--- src/rtl/pipe_ctrl_gen_pkg.sv ---
// Shared constants for the pipeline control unit: MIPS exception codes, FSM encodings,
// stage indices and the recognised-cause helper.
package pipe_ctrl_gen_pkg;

   localparam logic [31:0] EXC_INT     = 32'h0000_0001;
   localparam logic [31:0] EXC_SYSCALL = 32'h0000_0008;
   localparam logic [31:0] EXC_RI      = 32'h0000_000a;
   localparam logic [31:0] EXC_OV      = 32'h0000_000c;
   localparam logic [31:0] EXC_TRAP    = 32'h0000_000d;
   localparam logic [31:0] EXC_ERET    = 32'h0000_000e;

   typedef enum logic [0:0] {
      STATE_IDLE  = 1'b0,
      STATE_FLUSH = 1'b1
   } state_e;

   localparam int unsigned STG_PC  = 0;
   localparam int unsigned STG_IF  = 1;
   localparam int unsigned STG_ID  = 2;
   localparam int unsigned STG_EX  = 3;
   localparam int unsigned STG_MEM = 4;
   localparam int unsigned STG_WB  = 5;

   function automatic logic exc_known(input logic [31:0] code);
      logic known;
      known = 1'b0;
      case (code)
         EXC_INT, EXC_SYSCALL, EXC_RI, EXC_OV, EXC_TRAP, EXC_ERET: known = 1'b1;
         default: known = 1'b0;
      endcase
      return known;
   endfunction

endpackage

--- src/rtl/pipe_ctrl_gen_stall_mask_gen.sv ---
// Thermometer stall mask: every stage at or below the highest requesting stage is held.
module pipe_ctrl_gen_stall_mask_gen #(
   parameter int unsigned STAGES = 6
) (
   input  logic [STAGES-1:0] req_i,
   output logic [STAGES-1:0] mask_o
);

   logic acc;

   always_comb begin
      mask_o = '0;
      acc    = 1'b0;
      for (int k = STAGES - 1; k >= 0; k--) begin
         acc       = acc | req_i[k];
         mask_o[k] = acc;
      end
   end

endmodule

--- src/rtl/pipe_ctrl_gen.sv ---
// Pipeline control unit: exception-driven flush/redirect sequencer, per-stage stall mask
// and a stall watchdog with a saturating consecutive-stall counter.
module pipe_ctrl_gen
   import pipe_ctrl_gen_pkg::*;
#(
   parameter int unsigned       STAGES        = 6,
   parameter int unsigned       DATA_W        = 32,
   parameter logic [DATA_W-1:0] EXC_BASE      = DATA_W'(32'h0000_0020),
   parameter int unsigned       FLUSH_CYCLES  = 1,
   parameter int unsigned       STALL_TIMEOUT = 1024,
   parameter int unsigned       CNT_W         = 16
) (
   input  logic              clk,
   input  logic              rst,
   input  logic [31:0]       excepttype_i,
   input  logic [DATA_W-1:0] cp0_epc_i,
   input  logic [STAGES-1:0] stallreq_i,
   output logic [DATA_W-1:0] new_pc,
   output logic              flush,
   output logic [STAGES-1:0] stall,
   output logic              redirect_o,
   output logic              exc_unknown_o,
   output logic              stall_timeout_o,
   output logic [CNT_W-1:0]  stall_cnt_o
);

   localparam int unsigned      FcW        = (FLUSH_CYCLES > 1) ? $clog2(FLUSH_CYCLES) : 1;
   localparam logic [CNT_W-1:0] TimeoutCnt = CNT_W'(STALL_TIMEOUT - 1);

   state_e              state_q, state_d;
   logic [FcW-1:0]      flush_cnt_q, flush_cnt_d;
   logic [DATA_W-1:0]   held_pc_q, held_pc_d;
   logic                exc_unknown_q, exc_unknown_d;
   logic                stall_timeout_q, stall_timeout_d;
   logic [CNT_W-1:0]    stall_cnt_q, stall_cnt_d;

   logic [STAGES-1:0]   mask;
   logic [DATA_W-1:0]   target;
   logic                exc_hit;

   pipe_ctrl_gen_stall_mask_gen #(
      .STAGES(STAGES)
   ) u_mask (
      .req_i (stallreq_i),
      .mask_o(mask)
   );

   assign target  = (excepttype_i == EXC_ERET) ? cp0_epc_i : EXC_BASE;
   assign exc_hit = (state_q == STATE_IDLE) && (excepttype_i != '0);

   // Outputs are combinational and held at zero for the whole reset assertion.
   always_comb begin
      flush      = 1'b0;
      stall      = '0;
      new_pc     = '0;
      redirect_o = 1'b0;
      if (!rst) begin
         if (state_q == STATE_FLUSH) begin
            flush  = 1'b1;
            new_pc = held_pc_q;
         end else if (exc_hit) begin
            flush      = 1'b1;
            redirect_o = 1'b1;
            new_pc     = target;
         end else begin
            stall = mask;
         end
      end
   end

   always_comb begin
      state_d         = state_q;
      flush_cnt_d     = flush_cnt_q;
      held_pc_d       = held_pc_q;
      exc_unknown_d   = exc_unknown_q;
      stall_timeout_d = stall_timeout_q;
      stall_cnt_d     = stall_cnt_q;

      case (state_q)
         STATE_IDLE: begin
            if (exc_hit) begin
               held_pc_d = target;
               if (!exc_known(excepttype_i)) exc_unknown_d = 1'b1;
               if (FLUSH_CYCLES > 1) begin
                  state_d     = STATE_FLUSH;
                  flush_cnt_d = FcW'(FLUSH_CYCLES - 1);
               end
            end
         end
         STATE_FLUSH: begin
            flush_cnt_d = flush_cnt_q - FcW'(1);
            if (flush_cnt_q == FcW'(1)) state_d = STATE_IDLE;
         end
         default: state_d = STATE_IDLE;
      endcase

      if (flush || (stall == '0)) begin
         stall_cnt_d = '0;
      end else if (stall_cnt_q != '1) begin
         stall_cnt_d = stall_cnt_q + CNT_W'(1);
      end
      if ((stall != '0) && (stall_cnt_q == TimeoutCnt)) stall_timeout_d = 1'b1;
   end

   always_ff @(posedge clk or posedge rst) begin
      if (rst) begin
         state_q         <= STATE_IDLE;
         flush_cnt_q     <= '0;
         held_pc_q       <= '0;
         exc_unknown_q   <= 1'b0;
         stall_timeout_q <= 1'b0;
         stall_cnt_q     <= '0;
      end else begin
         state_q         <= state_d;
         flush_cnt_q     <= flush_cnt_d;
         held_pc_q       <= held_pc_d;
         exc_unknown_q   <= exc_unknown_d;
         stall_timeout_q <= stall_timeout_d;
         stall_cnt_q     <= stall_cnt_d;
      end
   end

   assign exc_unknown_o   = exc_unknown_q;
   assign stall_timeout_o = stall_timeout_q;
   assign stall_cnt_o     = stall_cnt_q;

endmodule

--- config.mk ---
export PLATFORM = sky130hd
export DESIGN_NAME = pipe_ctrl_gen
export DESIGN_NICKNAME = d
export VERILOG_FILES = /design/src/rtl/pipe_ctrl_gen_pkg.sv /design/src/rtl/pipe_ctrl_gen_stall_mask_gen.sv /design/src/rtl/pipe_ctrl_gen.sv
export SDC_FILE = /design/constraint.sdc
export NUM_CORES = 1
export LEC_CHECK = 0
export CAP_MARGIN = 20
export CORE_ASPECT_RATIO = 0.7
export CORE_MARGIN = 2
export CORE_UTILIZATION = 37
export CTS_CLUSTER_DIAMETER = 30
export DETAILED_ROUTE_END_ITERATION = 8
export PLACE_DENSITY = 0.77
export SLEW_MARGIN = 20
export SYNTH_ARGS = -nofsm -noshare
export SYNTH_HDL_FRONTEND = slang
export SYNTH_SLANG_ARGS = --single-unit
--- constraint.sdc ---
create_clock -name clk -period 2.2 [get_ports clk]
set_clock_uncertainty 0.2 [all_clocks]
set_input_delay 0.44 -clock clk [delete_from_list [all_inputs] [get_ports clk]]
set_output_delay 0.44 -clock clk [all_outputs]
set_load 0.01 [all_outputs]
==> impl_metrics.tcl <==
set metrics [dict create \
    outcome "finished with violations" \
    violations "setup timing" \
    worstPathRequired_ns 1.56 \
    ff_latch_area_mm2 0.00130 \
    p_leak_uw 0.00215 \
    ys_seq_elements 52 \
    cts_root_buffer "clkbuf_8" \
    detail_route.wirelength_um 9400 \
    cp_max_fo 14 \
    grt_pass1_wl_um 13300 \
    cp-end-kind "output port" \
    numCtsBuffers 5 \
    clk_path_buf_depth 2 \
    holdCritPathClass "reg -> reg" \
    power_uw 1740 \
    synth-simple-area-share_pct 17.7 \
    slowest_delay_ns 0.56 \
    finalSetupViolCount 87 \
    cts.hold.buffers_added 0 \
    multi_input_area_mm2 0.00152 \
    clkTransAtPathRegs_ns 0.09 \
    slowest_stage "or4_4" \
    instances_no_fill 534 \
    h-tree-depth 2 \
    routabilityCongestion 0.850 \
    cts_tree "done" \
    drtPass1Iterations 4 \
    area_growth_pct 74.5 \
    worst-endpoint-arrival_ns 2.17 \
    num_vias 2920 \
    cp-start-kind "input pin" \
    rr_startpoint "state_q" \
    worstSetupPathType "in -> out" \
    tightest_slew_ns 0.462 \
    drive_gt1_share_pct 38.1 \
    syn-cell-area_mm2 0.00272 \
    slew_headroom_pct 69.1 \
    synth.area.mux_share_pct 0.735 \
    fin_nets 508 \
    p_per_area_mw_per_mm2 365 \
    worst_slack_ns -0.612 \
    synth_fa_ha_area_share_pct 0.460 \
    rrSetupSlack_ns 0.08 \
    io_pins 130 \
    wire_per_inst_um 17.6 \
    synth_nets 334 \
    layout_common_cells "62 x a22o_1, 61 x clkdlybuf4s50_1, 52 x dfrtp_1" \
    rsz0062_at_grt "yes" \
    synthCells 261 \
    synth_compound_area_share_pct 25.5 \
    hold_violations 0 \
    drc 0 \
    nFillCells 591 \
    maxCapViolCount 0 \
    tns_ns -26.01 \
    synth_top_family_by_area "compound AO/OA/AOI/OAI gates" \
    startpoint "excepttype_i[16]" \
    synth_area_leaders "dfrtp_1 48%, a22o_1 20%, nor2_1 3.7%, xor2_1 1.9%, nand3_1 1.7%" \
    numPortBuffers 129 \
    grt_antenna_before_repair 0 \
    num_rows 26 \
    report.final.slew_viol_count 0 \
    grt_start_max_net_pins 31 \
    period_share_pct 128 \
    drtIter0Drc 114 \
    yosys.area_share.xor_xnor_pct 3.22 \
    fin_crit_ns 2.81 \
    die_x_um 107 \
    ys_warn_count 0 \
    synthArstFlopShare_pct 100 \
    final_util_pct 65.8 \
    post-synth-top-area-cell "dfrtp_1" \
    synth_flop_cell "dfrtp_1" \
    core_mm2 0.00722 \
    cp_cell_sequence "buf_6 -> or4_4 -> nor4_4 -> nand3_4 -> nor2_4 -> buf_4 -> buf_12 -> a22o_1 -> buf_2" \
    die_area_mm2 0.00807 \
    clock-sinks 52 \
    synth_edf_count 0 \
    start_util_pct 37.7 \
    first_global_vias 2749 \
    placed_cells 503 \
    die_h_um 75.8 \
    grt.overflow.total 0 \
    yosysTopAreaCellShare_pct 47.8 \
    post-dp-hpwl_um 5780 \
    worst_skew_pair.late_latency_ns 0.30 \
    yosysSeqAreaShare_pct 47.8 \
    hp-start "flush_cnt_q" \
    max_freq_mhz 356 \
    yosysUniqueCellTypes 45 \
    final_antenna_net_count 0 \
    irDropWorstVdd_uv 246 \
    n_antenna_cell 0 \
    dpl_cell_area_mm2 0.00436 \
    vias_per_cell 5.47 \
    fin_area_mm2 0.00475 \
    avgSynthCellArea_um2 10.4 \
    final_common_cell "a22o_1" \
    grt_usage_pct 21.0 \
]
==> stage by stage <==
stage	hold WS, ns	setup slack [ns]
6_report	0.276	-0.612
5_1_grt	0.291	-0.688
4_1_cts	0.264	-0.694
3_5_place_dp	0.239	-1.26
3_3_place_gp	0.236	-1.22
2_1_floorplan	0.222	-0.199
==> synth_stat cells, types with 3 or more instances <==
master,n
a21oi_1,6
nand2_1,10
nor3_1,6
and4_1,3
inv_1,4
dfrtp_1,52
o21ai_0,8
a22o_1,62
and3_1,3
nand4_1,3
nor2_1,27
buf_4,3
buf_2,7
clkbuf_1,6
xor2_1,6
xnor2_1,4
nor4_1,7
nand3_1,9
o211ai_1,3
==> worst paths after layout <==
kind / end / cells after the start
hold / removal: state_q / 1
setup reg to reg: stall_cnt_o[8] / 7
max in group asynchronous: held_pc_q[9] / 4
setup / recovery: new_pc[20] / 9
min in group asynchronous: stall_cnt_o[0] / 4
hold reg to reg: state_q / 1
==> critical path: cells and delay by family <==
family,cells,cell delay (ns)
compound gates,1,0.14
simple gates,4,1.10
buf+inv,4,0.49
==> power by group <==
group | internal, uW | total, uW | switching [uW] | leakage [uW]
Sequential | 955 | 955 | 0.000000145 | 0.000716
Combinational | 123 | 202 | 78.6 | 0.00139
Clock | 257 | 579 | 322 | 0.0000445
==> state kept, by name, summed over array words and instances, names as in the netlist <==
register	cells
stall_cnt_o	16
flush_cnt_q	1
exc_unknown_o	1
held_pc_q	32
stall_timeout_o	1
state_q	1
==> cell type report <==
| cell class | count | area share (%) |
|---|---|---|
| timing repair buffer | 185 | 35.5 |
| inverter | 5 | 0.448 |
| clock buffer | 7 | 1.82 |
| sequential | 52 | 27.4 |
| clock inverter | 1 | 0.158 |
| tap | 98 | 2.58 |
| multi-input combinational | 186 | 32.1 |
==> cells by family (layout without fill, tap and decap cells) <==
logic type,count (synthesis),after routing
buffers and inverters,23,198
xor gates and xnor gates,10,10
adders and majority gates,1,1
muxes,2,2
and+or+nand+nor,87,87
DFF,52,52
AOI/OAI and AO/OA,86,86
==> metal layers <==
metal,global-route usage [%],share of wire [%],vias to the layer above
met1,27.3,43,1439
met2,35.7,49,121
met4,6.64,0.87,0
li1,-,-,1349
met3,5.05,6.5,11
met5,0,0,-
==> what timing repair did <==
| action | in CTS | in global routing |
|---|---|---|
| cloned | 2 | 5 |
| gates resized for setup | 248 | 63 |
| setup endpoints to repair | 89 | 86 |
| buffers inserted | 12 | 11 |
| pin swaps | 27 | 22 |
| endpoints found under the hold margin | 0 | 0 |
Note: power is estimated with default switching activity, not from simulation.
